--- config.mk ---
export PLATFORM = sky130hd
export DESIGN_NAME = fifo_uart_tx_flat
export DESIGN_NICKNAME = d
export VERILOG_FILES = /design/src/rtl/fifo_uart_tx_pkg.sv /design/src/rtl/fifo_uart_tx_if.sv /design/src/rtl/fifo_uart_tx_baud_tick.sv /design/src/rtl/fifo_uart_tx.sv /design/src/flat_wrapper.sv
export SDC_FILE = /design/constraint.sdc
export NUM_CORES = 1
export LEC_CHECK = 0
export CORE_MARGIN = 2
export CORE_UTILIZATION = 48
export DETAILED_ROUTE_END_ITERATION = 8
export DONT_BUFFER_PORTS = 1
export PLACE_DENSITY = 0.65
export SLEW_MARGIN = 40
export SYNTH_ARGS = -nofsm -noshare
export SYNTH_HDL_FRONTEND = slang
export SYNTH_SLANG_ARGS = --single-unit
export TNS_END_PERCENT = 20
--- constraint.sdc ---
create_clock -name clk -period 1.8 [get_ports clk]
set_clock_uncertainty 0.2 [all_clocks]
set_input_delay 0.18 -clock clk [delete_from_list [all_inputs] [get_ports clk]]
set_output_delay 0.18 -clock clk [all_outputs]
set_load 0.02 [all_outputs]
--- src/rtl/fifo_uart_tx_pkg.sv ---
// Shared types and helpers for the FIFO-to-UART transmit path.
package fifo_uart_pkg;

    typedef enum logic [2:0] {
        IDLE,
        FETCH,
        WAIT,
        START,
        DATA,
        PARITY,
        STOP
    } tx_state_t;

    // Level driven on the serial line whenever no frame is in flight.
    localparam logic TX_IDLE_LEVEL = 1'b1;

    // Widest word calc_parity accepts; narrower words are zero-extended,
    // which leaves the XOR reduction unchanged.
    localparam int PARITY_MAX_BITS = 64;

    // Even parity is the plain XOR of the data; odd parity inverts it.
    function automatic logic calc_parity(input logic [PARITY_MAX_BITS-1:0] data,
                                         input logic                       odd);
        return (^data) ^ odd;
    endfunction

endpackage

--- src/rtl/fifo_uart_tx_if.sv ---
// FIFO read port as seen by the drain stage (master) and the FIFO (slave).
interface fifo_uart_tx_if #(
    parameter int DWIDTH = 7
) ();

    logic              fifo_empty;
    logic [DWIDTH:0]   fifo_dout;
    logic              fifo_rd_en;

    // Drain stage: issues read requests, consumes flag and data.
    modport master (
        output fifo_rd_en,
        input  fifo_empty,
        input  fifo_dout
    );

    // FIFO: honours read requests, supplies flag and data.
    modport slave (
        input  fifo_rd_en,
        output fifo_empty,
        output fifo_dout
    );

endinterface

--- src/rtl/fifo_uart_tx_baud_tick.sv ---
// Baud-rate divider: counts 0..CLKS_PER_BIT-1 and wraps. tick marks the last
// cycle of a bit time, pre_tick the cycle before it. Shared with the RX stage.
module uart_baud_tick #(
    parameter int CLKS_PER_BIT = 16
) (
    input  logic clk,
    input  logic rst,
    input  logic clear,
    output logic tick,
    output logic pre_tick
);

    localparam int             CW   = $clog2(CLKS_PER_BIT);
    localparam logic [CW-1:0]  LAST = CW'(CLKS_PER_BIT - 1);
    localparam logic [CW-1:0]  PRE  = CW'(CLKS_PER_BIT - 2);

    logic [CW-1:0] cnt_d;
    logic [CW-1:0] cnt_q;

    // Next count: synchronous clear wins, otherwise wrap at LAST.
    // NOTE: every path assigns cnt_d (default first), so no latch is inferred.
    always_comb begin
        cnt_d = cnt_q;
        if (clear) begin
            cnt_d = '0;
        end else if (cnt_q == LAST) begin
            cnt_d = '0;
        end else begin
            cnt_d = cnt_q + CW'(1);
        end
    end

    // Counter register.
    // NOTE: state flops use non-blocking assignments so all flops update together.
    always_ff @(posedge clk or negedge rst) begin
        if (!rst) begin
            cnt_q <= '0;
        end else begin
            cnt_q <= cnt_d;
        end
    end

    assign tick     = (cnt_q == LAST);
    assign pre_tick = (cnt_q == PRE);

endmodule

--- src/rtl/fifo_uart_tx.sv ---
// Drains the byte FIFO one word at a time and serialises each word LSB-first
// as start bit, data, optional parity and one or two stop bits.
module fifo_uart_tx
    import fifo_uart_pkg::*;
#(
    parameter int DWIDTH       = 7,
    parameter int CLKS_PER_BIT = 16,
    parameter int PARITY_EN    = 0,
    parameter int PARITY_ODD   = 0,
    parameter int STOP_BITS    = 1
) (
    input  logic                  clk,
    input  logic                  rst,
    input  logic                  enable,
    fifo_uart_tx_if.master        fifo,
    output logic                  tx,
    output logic                  busy,
    output logic                  frame_done
);

    localparam int            BW       = $clog2(DWIDTH + 2);
    localparam logic [BW-1:0] LAST_BIT = BW'(DWIDTH);

    tx_state_t       state_d,    state_q;
    logic [DWIDTH:0] shift_d,    shift_q;
    logic [BW-1:0]   bit_cnt_d,  bit_cnt_q;
    logic            stop_cnt_d, stop_cnt_q;
    logic            parity_d,   parity_q;
    logic            tx_d,       tx_q;
    logic            rd_en_d,    rd_en_q;
    logic            busy_d,     busy_q;
    logic            done_d,     done_q;

    logic baud_clear;
    logic baud_tick;
    logic baud_pre_tick;
    logic can_fetch;
    logic last_stop;

    // The bit timer restarts in WAIT so START always gets a full bit time.
    assign baud_clear = (state_q == WAIT);
    assign can_fetch  = enable && !fifo.fifo_empty;
    assign last_stop  = (STOP_BITS == 1) || stop_cnt_q;

    uart_baud_tick #(
        .CLKS_PER_BIT (CLKS_PER_BIT)
    ) u_baud (
        .clk      (clk),
        .rst      (rst),
        .clear    (baud_clear),
        .tick     (baud_tick),
        .pre_tick (baud_pre_tick)
    );

    // Frame sequencer: next state plus the next value of every registered output.
    always_comb begin
        state_d    = state_q;
        shift_d    = shift_q;
        bit_cnt_d  = bit_cnt_q;
        stop_cnt_d = stop_cnt_q;
        parity_d   = parity_q;
        tx_d       = tx_q;
        done_d     = 1'b0;

        case (state_q)
            IDLE: begin
                tx_d = TX_IDLE_LEVEL;
                if (can_fetch) begin
                    state_d = FETCH;
                end
            end
            FETCH: begin
                state_d = WAIT;
            end
            WAIT: begin
                // FIFO data is valid this cycle; capture it and drop the line.
                shift_d    = fifo.fifo_dout;
                parity_d   = calc_parity(PARITY_MAX_BITS'(fifo.fifo_dout), PARITY_ODD != 0);
                bit_cnt_d  = '0;
                stop_cnt_d = 1'b0;
                tx_d       = 1'b0;
                state_d    = START;
            end
            START: begin
                if (baud_tick) begin
                    tx_d    = shift_q[0];
                    shift_d = shift_q >> 1;
                    state_d = DATA;
                end
            end
            DATA: begin
                if (baud_tick) begin
                    if (bit_cnt_q == LAST_BIT) begin
                        if (PARITY_EN != 0) begin
                            tx_d    = parity_q;
                            state_d = PARITY;
                        end else begin
                            tx_d    = TX_IDLE_LEVEL;
                            state_d = STOP;
                        end
                    end else begin
                        tx_d      = shift_q[0];
                        shift_d   = shift_q >> 1;
                        bit_cnt_d = bit_cnt_q + BW'(1);
                    end
                end
            end
            PARITY: begin
                if (baud_tick) begin
                    tx_d    = TX_IDLE_LEVEL;
                    state_d = STOP;
                end
            end
            STOP: begin
                // Raised one cycle early so the registered pulse lands on the last cycle.
                done_d = last_stop && baud_pre_tick;
                if (baud_tick) begin
                    if (!last_stop) begin
                        stop_cnt_d = 1'b1;
                    end else if (can_fetch) begin
                        state_d = FETCH;
                    end else begin
                        state_d = IDLE;
                    end
                end
            end
            default: begin
                tx_d    = TX_IDLE_LEVEL;
                state_d = IDLE;
            end
        endcase

        // FETCH is always followed by WAIT, so the read request is a single-cycle pulse.
        rd_en_d = (state_d == FETCH);
        busy_d  = (state_d != IDLE);
    end

    // State and output registers.
    // NOTE: the shift register is a plain datapath register and is cleared on reset like the rest.
    always_ff @(posedge clk or negedge rst) begin
        if (!rst) begin
            state_q    <= IDLE;
            shift_q    <= '0;
            bit_cnt_q  <= '0;
            stop_cnt_q <= 1'b0;
            parity_q   <= 1'b0;
            tx_q       <= TX_IDLE_LEVEL;
            rd_en_q    <= 1'b0;
            busy_q     <= 1'b0;
            done_q     <= 1'b0;
        end else begin
            state_q    <= state_d;
            shift_q    <= shift_d;
            bit_cnt_q  <= bit_cnt_d;
            stop_cnt_q <= stop_cnt_d;
            parity_q   <= parity_d;
            tx_q       <= tx_d;
            rd_en_q    <= rd_en_d;
            busy_q     <= busy_d;
            done_q     <= done_d;
        end
    end

    assign fifo.fifo_rd_en = rd_en_q;
    assign tx              = tx_q;
    assign busy            = busy_q;
    assign frame_done      = done_q;

endmodule

--- src/flat_wrapper.sv ---
// flat-port wrapper written by rule: the top's interface ports become plain ports
module fifo_uart_tx_flat import fifo_uart_pkg::*;
#(
    parameter int DWIDTH       = 7,
    parameter int CLKS_PER_BIT = 16,
    parameter int PARITY_EN    = 0,
    parameter int PARITY_ODD   = 0,
    parameter int STOP_BITS    = 1
)
  (clk, rst, enable, tx, busy, frame_done, fifo_fifo_rd_en, fifo_fifo_empty, fifo_fifo_dout);
  fifo_uart_tx_if #(.DWIDTH(DWIDTH)) fifo_i ();
  input  logic clk;
  input  logic rst;
  input  logic enable;
  output logic tx;
  output logic busy;
  output logic frame_done;
  output wire logic [$bits(fifo_i.fifo_rd_en)-1:0] fifo_fifo_rd_en;
  input wire logic [$bits(fifo_i.fifo_empty)-1:0] fifo_fifo_empty;
  input wire logic [$bits(fifo_i.fifo_dout)-1:0] fifo_fifo_dout;
  assign fifo_fifo_rd_en = fifo_i.fifo_rd_en;
  assign fifo_i.fifo_empty = fifo_fifo_empty;
  assign fifo_i.fifo_dout = fifo_fifo_dout;
  fifo_uart_tx #(.DWIDTH(DWIDTH), .CLKS_PER_BIT(CLKS_PER_BIT), .PARITY_EN(PARITY_EN), .PARITY_ODD(PARITY_ODD), .STOP_BITS(STOP_BITS)) u_core (.clk(clk), .rst(rst), .enable(enable), .fifo(fifo_i), .tx(tx), .busy(busy), .frame_done(frame_done));
endmodule
==> results of run 1 <==
[power groups by stage]
stage          combinational [mW]  clock [mW]  sequential, mW
6_report                   0.0464       0.235           0.532
5_1_grt                    0.0524       0.266           0.533
4_1_cts                    0.0443       0.247           0.532
3_5_place_dp               0.0151           0           0.542
3_3_place_gp               0.0146           0           0.542
2_1_floorplan              0.0134           0           0.540
[Yosys cell counts, types with 2 or more instances]
| master | count |
|---|---|
| o22ai_1 | 8 |
| ha_1 | 3 |
| a2bb2oi_1 | 7 |
| a21oi_1 | 6 |
| nor2b_1 | 3 |
| nor3_1 | 3 |
| dfrtp_1 | 22 |
| nand3_1 | 2 |
| nand2b_1 | 2 |
| buf_6 | 2 |
| inv_1 | 5 |
| o21ai_0 | 8 |
| mux2_2 | 2 |
| nand2_1 | 6 |
| and3_1 | 2 |
| nor2_1 | 9 |
| clkbuf_1 | 3 |
[repair_timing]
item                       CTS  global route
hold buffers                11             1
buffers inserted             0             2
setup endpoints to repair    7            11
pin swaps                    0             2
gates resized for setup      2             6
hold endpoints to repair    33            22
[worst paths after layout]
kind / startpoint / end / slack [ps] / depth (start not counted)
min reg2reg: u_core.bit_cnt_q[0] / u_core.bit_cnt_q[0] / 320 / 1
max: u_core.state_q[1] / u_core.shift_q[1] / 40 / 5
min in group clk: u_core.bit_cnt_q[0] / u_core.bit_cnt_q[0] / 320 / 1
min: rst / u_core.state_q[2] / 170 / 2
max in group asynchronous: rst / u_core.state_q[1] / 870 / 2
max reg2reg: u_core.state_q[1] / u_core.shift_q[1] / 40 / 5
[state kept, by name (all words and copies together), names as in the netlist]
signal                  cells
u_core.shift_q              8
u_core.state_q              3
u_core.frame_done           1
u_core.tx                   1
u_core.bit_cnt_q            4
u_core.fifo.fifo_rd_en      1
u_core.u_baud.cnt_q         4
u_core.busy                 1
[cell families (layout without fill, tap and decap cells)]
logic type / after synthesis / after routing / share of synthesized area (%)
AOI/OAI and AO/OA: 38 / 38 / 22.6
xor gates and xnor gates: 2 / 2 / 1.51
adders and majority gates: 3 / 3 / 3.23
buffers and inverters: 11 / 36 / 4.95
DFF: 23 / 23 / 49.6
muxes: 3 / 3 / 2.80
and+or+nand+nor: 34 / 34 / 15.4
[critical path, stage by stage, from the launching register on]
cell	delay, ps
dfrtp_2	470
and3b_1	240
or2_1	290
buf_4	180
o22ai_1	170
a2bb2oi_1	100
[routing by layer]
layer	GRT usage (%)	vias to the layer above
met3	2.54	2
li1	-	472
met2	31.7	18
met4	6.84	0
met5	0	-
met1	26.4	465
[final cells by class]
class	count	area [sq um]	share of cell area, %
well taps	28	35.0	2.43
repair buffers	27	228	15.8
inverters	5	18.8	1.30
clock buffers	4	26.3	1.82
multi-input cells	80	557	38.6
flip-flops and latches	23	578	40.1
[through the flow]
stage          util [%]  power (mW)  setup TNS (ps)
6_report           64.0       0.813               0
5_1_grt            64.0       0.851           -81.0
4_1_cts            62.4       0.823               0
3_5_place_dp       55.9       0.557            -119
3_3_place_gp       55.9       0.556               0
2_1_floorplan         -       0.554               0
==> flow_metrics.env, run 1 <==
export IMPL_status="complete, no violations"
export IMPL_die_area_sq_um=2830
export IMPL_gp_congestion=0.827
export IMPL_vias=957
export IMPL_wirelength_mm=2.36
export IMPL_numPlacedInstances=149
export IMPL_maxSlewHeadroom_pct=66.9
export IMPL_synth_nets=129
export IMPL_finalHoldViolCount=0
export IMPL_finalSetupViolCount=0
export IMPL_fin_hold_ws_ps=170
export IMPL_synth_area_leaders="dfrtp_1, a2bb2oi_1, o22ai_1"
export IMPL_synth_main_ff_cell="dfrtp_1"
export IMPL_path_class="register to register"
export IMPL_final_common_cell="dfrtp_1"
export IMPL_syn_avg_cell_area_sq_um=10.2
export IMPL_dp_hpwl_mm=1.55
export IMPL_setup_ws_ps=39.1
export IMPL_timing_fmax_ghz=0.568
export IMPL_gr_total_overflow=0
export IMPL_grt_pass1_vias=902
export IMPL_die_h_microns=53.2
export IMPL_ir_worst_vdd_v=0.000356
export IMPL_met2_length_mm=1.19
export IMPL_combPwrFrac_pct=5.7
export IMPL_drc=0
export IMPL_insertion_delay_ps=300
export IMPL_fp_row_count=17
export IMPL_final_antenna_net_count=0
export IMPL_sw_frac_of_total_pct=21.5
export IMPL_required_ps=1800
export IMPL_worst_pin_slew_ps=497
export IMPL_placed_area_sq_um=1260
export IMPL_final_nets=155
export IMPL_top_layer="met4"
export IMPL_layout_common_cells="dfrtp_1, buf_4, dlygate4sd3_1, nor2_1"
export IMPL_cp_end_kind="register"
export IMPL_report_final_slew_viol_count=0
export IMPL_cts_htree_levels=1
export IMPL_synth_seq_cells=23
export IMPL_async_flop_share_pct=100
export IMPL_synth_top_cell_by_area="dfrtp_1"
export IMPL_grt_max_degree=24
export IMPL_hp_class="input pin to asynchronous set/reset pin"
export IMPL_clockRootBuffer="clkbuf_4"
export IMPL_post_place_ws_ps=-42.4
export IMPL_dieWidth_microns=53.2
export IMPL_clockPowerShare_pct=28.9
export IMPL_final_period_minus_worst_setup_slack_ps=1760
export IMPL_synthCells=114
export IMPL_final_layout_size_suffix_gt1_share_pct=21.6
export IMPL_pwr_share_seq_pct=65.4
export IMPL_final_area_sq_um=1440
export IMPL_core_sq_um=2250
export IMPL_p_leak_nw=0.659
export IMPL_critPathMaxFanout=7
export IMPL_area_growth_pct=24.0
export IMPL_wl_met3_microns=66
export IMPL_wl_per_cell_microns=14.1
export IMPL_vias_per_cell=5.73
export IMPL_finalCritPeriodShare_pct=97.8
export IMPL_yosys_warnings=0
export IMPL_dr_pass1_iters=4
export IMPL_grt_pass1_wl_mm=4.00
export IMPL_clkTransAtPathRegs_ps=120
export IMPL_clk_path_buf_depth=2
export IMPL_track_usage_pct=19.5
export IMPL_synth_edf_count=0
export IMPL_synthDistinctLibCells=38
export IMPL_nFillCells=178
export IMPL_syn_area_sq_um=1160
export IMPL_detail_route_iter0_violations=22
export IMPL_tritoncts="yes"
export IMPL_arrival_ps=1760
export IMPL_diodes=0
export IMPL_final_instance_count_excl_fill=167
export IMPL_wl_met1_mm=1.09
export IMPL_ios=16
export IMPL_p_per_area_nw_per_um2=564
export IMPL_yosysSeqAreaShare_pct=49.6
export IMPL_startpoint_type="register"
export IMPL_rsz0062_at_grt="yes"
export IMPL_start_util_pct=51.6
export IMPL_p_switching_mw=0.175
export IMPL_cts_buffers_inserted=3
export IMPL_antenna_found_initial=0
export IMPL_cap_violations=0
export IMPL_numPortBuffers=0
export IMPL_synth_top_cell_area_share_pct=47.3
export IMPL_cts_sinks=23
export IMPL_intPower_mw=0.639
No activity file was read; power rests on OpenSTA's default activity.
==> run 2: changes to the inputs <==
CORE_UTILIZATION = 45   (was 48)
PLACE_DENSITY = default   (was 0.65)
==> run 2 against run 1 <==
Net effect: final cell count up 1.8%; power up 2.0%; first-iteration DRC count fell by 23%; maximum frequency barely moved; utilization down 2.6 points; combinational power is 7.5% higher; via count up 2.2%; critical path depth down 1; clock-buffer cell count is the same; clock power grew 5%; sequential power about the same; critical path type unchanged; critical endpoint is now u_core.shift_q[5].
==> flow_metrics.env, run 2 (synthesis gave the netlist of run 1 again) <==
export IMPL_rsz0062_at_grt="yes"
export IMPL_vias=978
export IMPL_worstHoldStart="fifo_fifo_empty"
export IMPL_antenna_found_initial=0
export IMPL_arrival_ps=1800
export IMPL_track_usage_pct=19.4
export IMPL_worst_pin_slew_ps=513
export IMPL_grt_pass1_vias=915
export IMPL_dr_pass1_iters=4
export IMPL_final_period_minus_worst_setup_slack_ps=1760
export IMPL_insertion_delay_ps=310
export IMPL_final_instance_count_excl_fill=170
export IMPL_numPlacedInstances=152
export IMPL_core_sq_um=2450
export IMPL_gp_congestion=0.785
export IMPL_grt_max_degree=24
export IMPL_final_common_cell="dfrtp_1"
export IMPL_top_regs="u_core.shift_q: 8 flops, u_core.bit_cnt_q: 4 flops, u_core.u_baud.cnt_q: 4 flops"
export IMPL_path_class="register to register"
export IMPL_final_layout_size_suffix_gt1_share_pct=29.3
export IMPL_drc=0
export IMPL_dieWidth_microns=54.9
export IMPL_finalHoldViolCount=0
export IMPL_area_growth_pct=29.6
export IMPL_clockRootBuffer="clkbuf_4"
export IMPL_timing_fmax_ghz=0.568
export IMPL_required_ps=1840
export IMPL_finalSetupViolCount=0
export IMPL_reg2regPathDepth=4
export IMPL_p_total_mw=0.829
export IMPL_fp_row_count=18
export IMPL_critPathMaxStageDelay_ps=480
export IMPL_detail_route_iter0_violations=17
export IMPL_wirelength_mm=2.66
export IMPL_cap_violations=0
export IMPL_layout_common_cells="dfrtp_1, buf_4, dlygate4sd3_1, nor2_1, o21ai_0"
export IMPL_whs_path_depth=4
export IMPL_start_util_pct=47.4
export IMPL_startpoint_type="register"
export IMPL_report_final_slew_viol_count=0
export IMPL_hold_path_endpoint="u_core.busy"
export IMPL_crit_chain="nor3b_4 > a21o_1 > a21boi_4 > a2bb2oi_1"
export IMPL_status="complete, no violations"
export IMPL_rr_startpoint="u_core.state_q[0]"
export IMPL_grt_pass1_wl_mm=4.16
export IMPL_cp_end_kind="register"
export IMPL_maxSlewHeadroom_pct=65.8
export IMPL_top_register="u_core.shift_q"
export IMPL_r2r_slack_ps=40
export IMPL_dp_hpwl_mm=1.67
export IMPL_die_area_sq_um=3010
export IMPL_ir_worst_vdd_v=0.000380
export IMPL_cts_sinks=23
export IMPL_die_h_microns=54.9
export IMPL_diodes=0
export IMPL_cts_htree_levels=1
export IMPL_wl_per_cell_microns=15.7
export IMPL_cts_buffers_inserted=3
export IMPL_tritoncts="yes"
export IMPL_cp_slowest_cell="dfrtp_2"
export IMPL_final_antenna_net_count=0
export IMPL_gr_total_overflow=0
export IMPL_p_per_area_nw_per_um2=550
export IMPL_crit_reg2reg_capture="u_core.shift_q[5]"
export IMPL_hp_class="input pin to register"
export IMPL_p_leak_nw=0.677
export IMPL_largest_reg_flops=8
export IMPL_vias_per_cell=5.75
export IMPL_clkTransAtPathRegs_ps=130
export IMPL_final_nets=156
export IMPL_critPathMaxFanout=8
export IMPL_finalCritPeriodShare_pct=97.9
export IMPL_clk_path_buf_depth=2
export IMPL_numPortBuffers=0
export IMPL_ios=16
## run 2: cell type report
class | count | area (sq um)
fillers | 205 | 947
multi-input cells | 80 | 604
flip-flops and latches | 23 | 579
repair buffers | 28 | 241
well taps | 30 | 37.5
clock buffers | 4 | 26.3
inverters | 5 | 18.8
## run 2: per-layer routing
layer / global-route usage (%) / routed length [microns] / vias up
met2: 31.5 / 1350 / 22
met3: 2.46 / 70 / 4
met4: 7.50 / 40 / 0
met5: 0 / 0 / -
li1: - / - / 468
met1: 26.1 / 1210 / 484
## run 2: worst max-delay path by stage
stage / to / startpoint / slack (ps) / cells past startpoint
final: u_core.shift_q[5] / u_core.state_q[0] / 40 / 4
after global routing: u_core.shift_q[4] / u_core.state_q[0] / -40 / 4
after CTS: u_core.fifo.fifo_rd_en / enable / 20 / 4
after detailed placement: u_core.tx / u_core.u_baud.cnt_q[0] / 1 / 5
after global placement: u_core.bit_cnt_q[1] / u_core.u_baud.cnt_q[0] / 80 / 5
after floorplan: u_core.tx / u_core.u_baud.cnt_q[0] / 30 / 6
## run 2: worst max-delay path, delay by kind of cell (launching register included)
kind | cells | cell delay, ps
AO/OA/AOI/OAI | 3 | 720
flip-flops | 1 | 480
AND/OR/NAND/NOR | 1 | 290
## run 2: power breakdown
part / leakage [nW] / total (mW) / switching [mW] / internal (mW)
logic: 0.395 / 0.0499 / 0.0213 / 0.0285
clock network: 0.0150 / 0.246 / 0.160 / 0.0864
registers: 0.267 / 0.533 / 0.00776 / 0.526
## run 2: through the flow
stage	TNS, ps	area, sq um	utilization, %	hold slack (ps)	setup slack, ps
2_1_floorplan	0	1170	-	-316	30.7
3_3_place_gp	0	1270	51.7	-315	79.6
3_5_place_dp	0	1270	51.7	-315	1.05
4_1_cts	0	1410	57.3	44.5	15.8
5_1_grt	-190	1510	61.4	93.2	-42.6
6_report	0	1510	61.4	41.2	38.2
## run 2: what timing repair did
action,in CTS,in global routing
setup buffers,0,2
setup endpoints to repair,1,12
endpoints found under the hold margin,33,22
pin swaps,0,3
gates resized for setup,1,20
hold buffers,11,1
